## config.mk

```make
export PLATFORM = sky130hd
export DESIGN_NAME = fpu_mac_feeder
export DESIGN_NICKNAME = d
export VERILOG_FILES = /design/src/rtl/fpu_mac_feeder.sv
export SDC_FILE = /design/constraint.sdc
export NUM_CORES = 1
export LEC_CHECK = 0
export BUFFER_PORTS_ARGS = -buffer_cell sky130_fd_sc_hd__buf_2
export CAP_MARGIN = 20
export CELL_PAD_IN_SITES_DETAIL_PLACEMENT = 0
export CELL_PAD_IN_SITES_GLOBAL_PLACEMENT = 1
export CORE_UTILIZATION = 41
export DETAILED_ROUTE_END_ITERATION = 8
export GPL_ROUTABILITY_DRIVEN = 0
export PLACE_DENSITY = 0.85
export SYNTH_ARGS = -nofsm -noshare
export SYNTH_HDL_FRONTEND = slang
export SYNTH_SLANG_ARGS = --single-unit
```

## constraint.sdc

```tcl
create_clock -name clk -period 5.8 [get_ports clk]
set_input_delay 1.16 -clock clk [delete_from_list [all_inputs] [get_ports clk]]
set_output_delay 1.16 -clock clk [all_outputs]
set_load 0.02 [all_outputs]
```

## src/rtl/fpu_mac_feeder.sv

```systemverilog
// fpu_mac_feeder: Avalon-MM master that clears the FPU MAC, streams A[i]/B[i]
// operand pairs from memory into MAC regs 0/1, then reads back the accumulated
// result and reports it with a one-cycle done pulse.
module fpu_mac_feeder #(
  parameter int unsigned ADDR_W   = 32,
  parameter int unsigned LEN_W    = 16,
  parameter int unsigned CLR_WAIT = 2
) (
  input  logic              clk,
  input  logic              reset,
  input  logic              start,
  input  logic [ADDR_W-1:0] src_a,
  input  logic [ADDR_W-1:0] src_b,
  input  logic [LEN_W-1:0]  len,
  output logic              busy,
  output logic              done,
  output logic [31:0]       result,
  output logic [ADDR_W-1:0] m_address,
  output logic              m_read,
  input  logic [31:0]       m_readdata,
  input  logic              m_waitrequest,
  output logic [2:0]        f_address,
  output logic [31:0]       f_writedata,
  output logic              f_write,
  output logic              f_read,
  input  logic [31:0]       f_readdata,
  input  logic              f_waitrequest
);

  localparam int unsigned CNT_W = (CLR_WAIT > 1) ? $clog2(CLR_WAIT) : 1;

  typedef enum logic [3:0] {
    S_IDLE, S_CLR, S_CWAIT, S_RD_A, S_RD_B, S_WR_A, S_WR_B, S_RD_RES, S_DONE
  } state_t;

  state_t             state_q, state_d;
  logic               busy_q, busy_d;
  logic               done_q, done_d;
  logic [31:0]        result_q, result_d;
  logic [ADDR_W-1:0]  m_address_q, m_address_d;
  logic               m_read_q, m_read_d;
  logic [2:0]         f_address_q, f_address_d;
  logic [31:0]        f_writedata_q, f_writedata_d;
  logic               f_write_q, f_write_d;
  logic               f_read_q, f_read_d;
  logic [ADDR_W-1:0]  src_a_q, src_a_d;
  logic [ADDR_W-1:0]  src_b_q, src_b_d;
  logic [LEN_W-1:0]   len_q, len_d;
  logic [LEN_W-1:0]   index_q, index_d;
  logic [31:0]        op_a_q, op_a_d;
  logic [31:0]        op_b_q, op_b_d;
  logic [CNT_W-1:0]   cnt_q, cnt_d;

  logic               m_acc;
  logic               f_wr_acc;
  logic               f_rd_acc;
  logic               launch;
  logic [LEN_W-1:0]   next_idx;

  // A transfer completes when the request is up and the slave is not stalling.
  assign m_acc    = m_read_q  && !m_waitrequest;
  assign f_wr_acc = f_write_q && !f_waitrequest;
  assign f_rd_acc = f_read_q  && !f_waitrequest;

  // Word address of element idx; wraps modulo 2^ADDR_W.
  function automatic logic [ADDR_W-1:0] elem_addr(input logic [ADDR_W-1:0] base,
                                                  input logic [LEN_W-1:0]  idx);
    return base + ADDR_W'({idx, 2'b00});
  endfunction

  // Next-state and next-output logic; requests and payload are held while stalled.
  always_comb begin
    state_d       = state_q;
    busy_d        = busy_q;
    done_d        = 1'b0;
    result_d      = result_q;
    m_address_d   = m_address_q;
    m_read_d      = m_read_q;
    f_address_d   = f_address_q;
    f_writedata_d = f_writedata_q;
    f_write_d     = f_write_q;
    f_read_d      = f_read_q;
    src_a_d       = src_a_q;
    src_b_d       = src_b_q;
    len_d         = len_q;
    index_d       = index_q;
    op_a_d        = op_a_q;
    op_b_d        = op_b_q;
    cnt_d         = cnt_q;
    launch        = 1'b0;
    next_idx      = index_q + LEN_W'(1);

    case (state_q)
      S_IDLE: begin
        if (start) begin
          src_a_d       = src_a;
          src_b_d       = src_b;
          len_d         = len;
          index_d       = '0;
          busy_d        = 1'b1;
          f_write_d     = 1'b1;
          f_address_d   = 3'd2;
          f_writedata_d = 32'd0;
          state_d       = S_CLR;
        end
      end
      S_CLR: begin
        if (f_wr_acc) begin
          f_write_d = 1'b0;
          cnt_d     = '0;
          if (CLR_WAIT == 0) launch = 1'b1;
          else               state_d = S_CWAIT;
        end
      end
      S_CWAIT: begin
        if (cnt_q == CNT_W'(CLR_WAIT - 1)) launch = 1'b1;
        else                               cnt_d  = cnt_q + CNT_W'(1);
      end
      S_RD_A: begin
        if (m_acc) begin
          op_a_d      = m_readdata;
          m_address_d = elem_addr(src_b_q, index_q);
          state_d     = S_RD_B;
        end
      end
      S_RD_B: begin
        if (m_acc) begin
          op_b_d        = m_readdata;
          m_read_d      = 1'b0;
          f_write_d     = 1'b1;
          f_address_d   = 3'd0;
          f_writedata_d = op_a_q;
          state_d       = S_WR_A;
        end
      end
      S_WR_A: begin
        if (f_wr_acc) begin
          f_address_d   = 3'd1;
          f_writedata_d = op_b_q;
          state_d       = S_WR_B;
        end
      end
      S_WR_B: begin
        if (f_wr_acc) begin
          f_write_d = 1'b0;
          index_d   = next_idx;
          if (next_idx == len_q) begin
            f_read_d    = 1'b1;
            f_address_d = 3'd0;
            state_d     = S_RD_RES;
          end else begin
            m_read_d    = 1'b1;
            m_address_d = elem_addr(src_a_q, next_idx);
            state_d     = S_RD_A;
          end
        end
      end
      S_RD_RES: begin
        if (f_rd_acc) begin
          f_read_d = 1'b0;
          result_d = f_readdata;
          state_d  = S_DONE;
        end
      end
      S_DONE: begin
        done_d  = 1'b1;
        busy_d  = 1'b0;
        state_d = S_IDLE;
      end
      default: state_d = S_IDLE;
    endcase

    // Leave the clear wait: fetch the first pair, or go straight to the result.
    if (launch) begin
      if (len_q != '0) begin
        m_read_d    = 1'b1;
        m_address_d = elem_addr(src_a_q, index_q);
        state_d     = S_RD_A;
      end else begin
        f_read_d    = 1'b1;
        f_address_d = 3'd0;
        state_d     = S_RD_RES;
      end
    end
  end

  // State and output registers with synchronous reset.
  always_ff @(posedge clk) begin
    if (reset) begin
      state_q       <= S_IDLE;
      busy_q        <= 1'b0;
      done_q        <= 1'b0;
      result_q      <= '0;
      m_address_q   <= '0;
      m_read_q      <= 1'b0;
      f_address_q   <= '0;
      f_writedata_q <= '0;
      f_write_q     <= 1'b0;
      f_read_q      <= 1'b0;
      src_a_q       <= '0;
      src_b_q       <= '0;
      len_q         <= '0;
      index_q       <= '0;
      op_a_q        <= '0;
      op_b_q        <= '0;
      cnt_q         <= '0;
    end else begin
      state_q       <= state_d;
      busy_q        <= busy_d;
      done_q        <= done_d;
      result_q      <= result_d;
      m_address_q   <= m_address_d;
      m_read_q      <= m_read_d;
      f_address_q   <= f_address_d;
      f_writedata_q <= f_writedata_d;
      f_write_q     <= f_write_d;
      f_read_q      <= f_read_d;
      src_a_q       <= src_a_d;
      src_b_q       <= src_b_d;
      len_q         <= len_d;
      index_q       <= index_d;
      op_a_q        <= op_a_d;
      op_b_q        <= op_b_d;
      cnt_q         <= cnt_d;
    end
  end

  assign busy        = busy_q;
  assign done        = done_q;
  assign result      = result_q;
  assign m_address   = m_address_q;
  assign m_read      = m_read_q;
  assign f_address   = f_address_q;
  assign f_writedata = f_writedata_q;
  assign f_write     = f_write_q;
  assign f_read      = f_read_q;

endmodule

```

After elaboration in Yosys (flattened, before gate mapping) --
Index checks and enable logic that the tools add are counted.
Storage, ports and cells: flip-flop bits (word level) 269, output and inout bits 104, word-level logic and storage cells 122
Operators by class: add/subtract/negate cells 5, eq/ne operators 23, muxes and demuxes 54, reduce and logical (&&, ||, !) cells 23
Operators with widths (count):
- 32-bit two-way mux | 8
- 32-bit by 18-bit adder with 32-bit output | 3
- 32-bit one-hot mux with 3 select lines | 1
- 32-bit one-hot mux with 2 select lines | 1
- 16-bit two-way mux | 2
- 4-bit two-way mux | 8
- 16-bit one-hot mux with 2 select lines | 1
- 4-bit one-hot mux with 8 select lines | 1
- 3-bit two-way mux | 9
- 3-bit inequality test (second input constant) | 7
- 1-bit two-way mux | 17
- 16-bit by 1-bit adder with 16-bit output (second input constant) | 1
- 16-bit == test | 1
- 4-bit by 3-bit == test with 1-bit output (second input constant) | 4
- 16-bit nonzero test | 1
- 2-bit inequality test (second input constant) | 6
- 3-bit one-hot mux with 4 select lines | 1
- 2-bit AND reduction | 6
- 4-bit by 2-bit == test with 1-bit output (second input constant) | 2
- 1-bit one-hot mux with 2 select lines | 4
- 4-bit AND reduction | 2
- 8-bit AND reduction | 1
- 2-bit nonzero test | 3
- 3-bit nonzero test | 2
- other kinds (10) | 13

Depth between registers and ports, before layout --
word-level depth 7, depth in mapped cells 16, depth with buffers taken out 14

Worst setup path before layout --
OpenSTA, ideal clock, no wires.
kind register to register, from register index_q[1], to register m_address_q[19] (netlist: m_address[19]), data arrival time 3.411 ns, setup slack 2.298 ns, stages on the path, launching flop included 17, path buffers 2, cells stage by stage dfxtp_1 ha_1 buf_2 nand3_1 nor3_1 xnor2_1 ha_1 clkbuf_1 a21o_1 a21o_1 a21oi_1 o31ai_1 o21a_1 o21ai_0 and2_1 o21ai_0 a311oi_1
On the way: cells in the longest elaborated chain, start to end 7, elaborated cells on any way between the ends 11, classes of those cells add/sub (4); eq/ne (1); mux (6)
Ends and longest elaborated chain:
- from (decl) | line 49 | logic [LEN_W-1:0] index_q, index_d;
- from (signal assigned) | line 221 | index_q <= index_d;
- 16-bit by 1-bit adder with 16-bit output | line 91 | next_idx = index_q + LEN_W'(1);
- 32-bit by 18-bit adder with 32-bit output or 16-bit == test (tied branches) | line 68, 147
- 32-bit two-way mux | line 147 | if (next_idx == len_q) begin
- 32-bit two-way mux | line 144 | if (f_wr_acc) begin
- 32-bit one-hot mux with 2 select lines | line 93 | case (state_q)
- 32-bit two-way mux | line 175 | if (len_q != '0) begin
- 32-bit two-way mux (*) | line 174 | if (launch) begin
- to (signal assigned) | line 212 | m_address_q <= m_address_d;
- to (decl) | line 40 | logic [ADDR_W-1:0] m_address_q, m_address_d;
Every way passes the cells marked *; elsewhere a longest branch is shown, timed or not. A chain may end at the register's enable or synchronous reset.

Worst setup path after layout --
Ends and elaborated chain as after synthesis.

==> results.md <==
* Clock-pin slew of the registers on the worst-case setup and hold paths at 0.06 ns
* DRT antenna net count at 0
* Seq cells post-synth at 269
* Via count at 14.23k
* Fin Hold WS at 0.4375 ns
* Fmax at 0.2295 GHz
* Syn Area/Cell at 7.654 um^2
* Initial Util at 41.75%
* Global-route wire length before repair at 72000 um
* Placed Cells at 2471
* Critical Path Sink Type: register
* Post-CTS Resized at 0
* Fin crit period at 4.357 ns
* Yosys cell types at 69
* CP Max Fanout at 15
* Routed len/inst at 18.14 um
* Max Cap Violations at 0
* Final Slew Violations at 0
* Layout cells sized above 1 at 16.33%
* Largest net degree at the start of global routing at 114
* Hold-fix buffers, CTS at 0
* CTS Buf Count at 31
* Number of port buffers at 252
* Startpoint types: register
* Post-synth ARST share at 0%
* Worst r2r src: index_q[1]
* Area delta synth->final at 17.75%
* Tot GR Track Use at 24.86%
* Hold Vio Cnt, Final at 0
* Peak VDD IR at 0.2573 mV
* Commonest non-fill, non-tap cell in the layout: nand2_1
* Outcome: finished clean
* CTS tree: done
* Post-DP HPWL at 32700 um
* Clock skew at 0.02558 ns
* Final non-filler cell total at 2532
* Setup TNS at 0 ns
* Via density at 5.618
* Syn nets at 2089
* Core Area at 0.03454 mm^2
* Max clock buf depth at 3
* Post-synth EDFFs at 0
* Max_slew headroom at 27.50%
* Hold Crit Class: reg2reg
* DR pass1 iterations at 7
* Die height at 189.5 um
* Clock latency at the later pin of the worst-skew pair at 0.59 ns
* Vias in the first global route at 13.12k
* Remaining DRCs at 0
* Synthesized netlist cell count at 1884
* Setup-failing EPs final at 0
* RSZ-0062 raised after global routing: false
* Power after layout at 5.699 mW
* Root Buffer: clkbuf_16
* Reg2reg setup slack at 1.44 ns
* Worst R2R Path Depth at 10
* Global route overflow at 0
* P_leak at 6.876 nW
* CP startpoint: index_q[1]
* Post-CTS Setup Inserts at 0
* Worst Path Class, Setup: reg2reg
* Pwr/cell area at 335.7 mW/mm^2
* Final core utilization at 49.16%
* Synth Flop Type: dfxtp_1
* Post-Route WL at 45930 um
* H-Tree Depth at 1
* WP data arrival at 4.84 ns
* IO Pins at 253
* Most frequent cells in the layout: nand2_1, dfxtp_1, a21oi_1
* Detailed Route Iter0 Violations at 1289
* Die area at 0.03593 mm^2
* Site Rows at 68
* End of the critical path: m_address[19]
* Worst flop-to-flop path endpoint: m_address[19]
* Fin crit share at 75.12%
* NumNets Final at 2258
* Mapped Area at 0.01442 mm^2
* Initial antenna violation count at 0
* Synth warnings at 0
* WP data required at 6.28 ns
* Seq/Total Area, Yosys at 37.34%
* Slew @ Worst Pin at 1.088 ns
* Die Span X at 189.5 um
* CTS sink cnt at 269
==> state kept, by name, indices dropped and copies added (netlist names), 16 cells and up <==
signal	cells
f_writedata	32
m_address	32
op_a_q	32
op_b_q	32
result	32
src_a_q	32
src_b_q	32
index_q	16
len_q	16
==> how the worst min path moves through the flow <==
stage | startpoint | slack [ns] | cells past startpoint | to
after detailed placement | f_address[2] | 0.44 | 2 | f_address[2]
final | f_address[2] | 0.44 | 2 | f_address[2]
after floorplan | op_b_q[0] | 0.44 | 2 | op_b_q[0]
after global placement | f_address[2] | 0.43 | 2 | f_address[2]
after global routing | f_address[2] | 0.46 | 2 | f_address[2]
after CTS | f_address[2] | 0.44 | 2 | f_address[2]
==> kinds of logic after synthesis <==
| logic type | after synthesis | share of synthesized area, % |
|---|---|---|
| AO/OA/AOI/OAI | 540 | 22.84 |
| AND/OR/NAND/NOR | 737 | 22.42 |
| multiplexers | 20 | 1.414 |
| buffers and inverters | 158 | 4.356 |
| XOR/XNOR | 104 | 6.612 |
| adder cells (fa/ha/maj) | 56 | 5.015 |
| flip-flops | 269 | 37.34 |
==> synthesized netlist by cell type, types with 4 or more instances <==
master    count  area [um^2]
nor2_1      124        465.5
buf_1         7        26.28
a21oi_1     255         1276
a311oi_1      4        35.03
o21a_1        8        60.06
nand2b_1     14        87.58
inv_1        23        86.33
o21bai_1      8        60.06
and2_1        6        37.54
nor4_1       10        62.56
a221oi_1     18        157.7
dfxtp_1     269         5385
a211oi_1     53        397.9
nor3_1       32        160.2
or4_1         7        52.55
mux2i_1      17        170.2
buf_2         8        40.04
a21o_1       28        210.2
nand3_1      42        210.2
xnor2_1      55        481.7
and3_1       17        106.4
o21ai_0      61        305.3
xor2_1       46        402.9
o211ai_1     13        97.59
nand2_1     421         1580
a22oi_1      36        270.3
nand4_1      21        131.4
clkbuf_1    117        439.2
a31oi_1      12        75.07
and4_1        6        52.55
or3_1        12        75.07
nor2b_1      11        68.82
ha_1         53        663.1
o22ai_1      13        81.33
==> metrics by stage <==
step | setup WS (ns) | cell area (um^2)
detailed placement | 1.465 | 15850
global route | 1.071 | 16980
finish | 1.443 | 16980
CTS | 1.483 | 16890
global placement | 1.658 | 15850
floorplan | 2.298 | 14420
==> where the power goes <==
group	internal (mW)	switching [mW]	total, mW
Combinational	0.502	0.931	1.43
Sequential	2.04	0.231	2.27
Clock	1.18	0.811	1.99
==> routing by layer <==
| layer | GRT usage (%) | vias up | wire [um] |
|---|---|---|---|
| met1 | 35.63 | 6671 | 21090 |
| met3 | 3.652 | 91 | 3327 |
| met2 | 38.04 | 509 | 20110 |
| met5 | 0 | - | 0 |
| met4 | 8.096 | 0 | 1399 |
| li1 | - | 6954 | - |
==> cell type report <==
| type | instances | area [um^2] |
|---|---|---|
| Clock inverter | 13 | 167.7 |
| Timing Repair Buffer | 271 | 1470 |
| Multi-Input combinational cell | 1457 | 8428 |
| Inverter | 23 | 86.33 |
| Sequential cell | 269 | 5385 |
| Antenna cell | 1 | 2.502 |
| Clock buffer | 43 | 870.8 |
| Tap cell | 455 | 569.3 |
| Fill cell | 3538 | 17560 |
==> worst max-delay path, stage by stage (launching register included) <==
cell and delay (ns):
dfxtp_1 0.56, ha_1 0.47, nand3_1 0.20, or2_1 0.34, or3_1 0.39, a31o_1 0.26
nor4_4 0.44, a21oi_2 0.33, nor2_1 0.76, o21ai_0 0.20, a311oi_1 0.32
No activity file was read; power rests on OpenSTA's default activity.
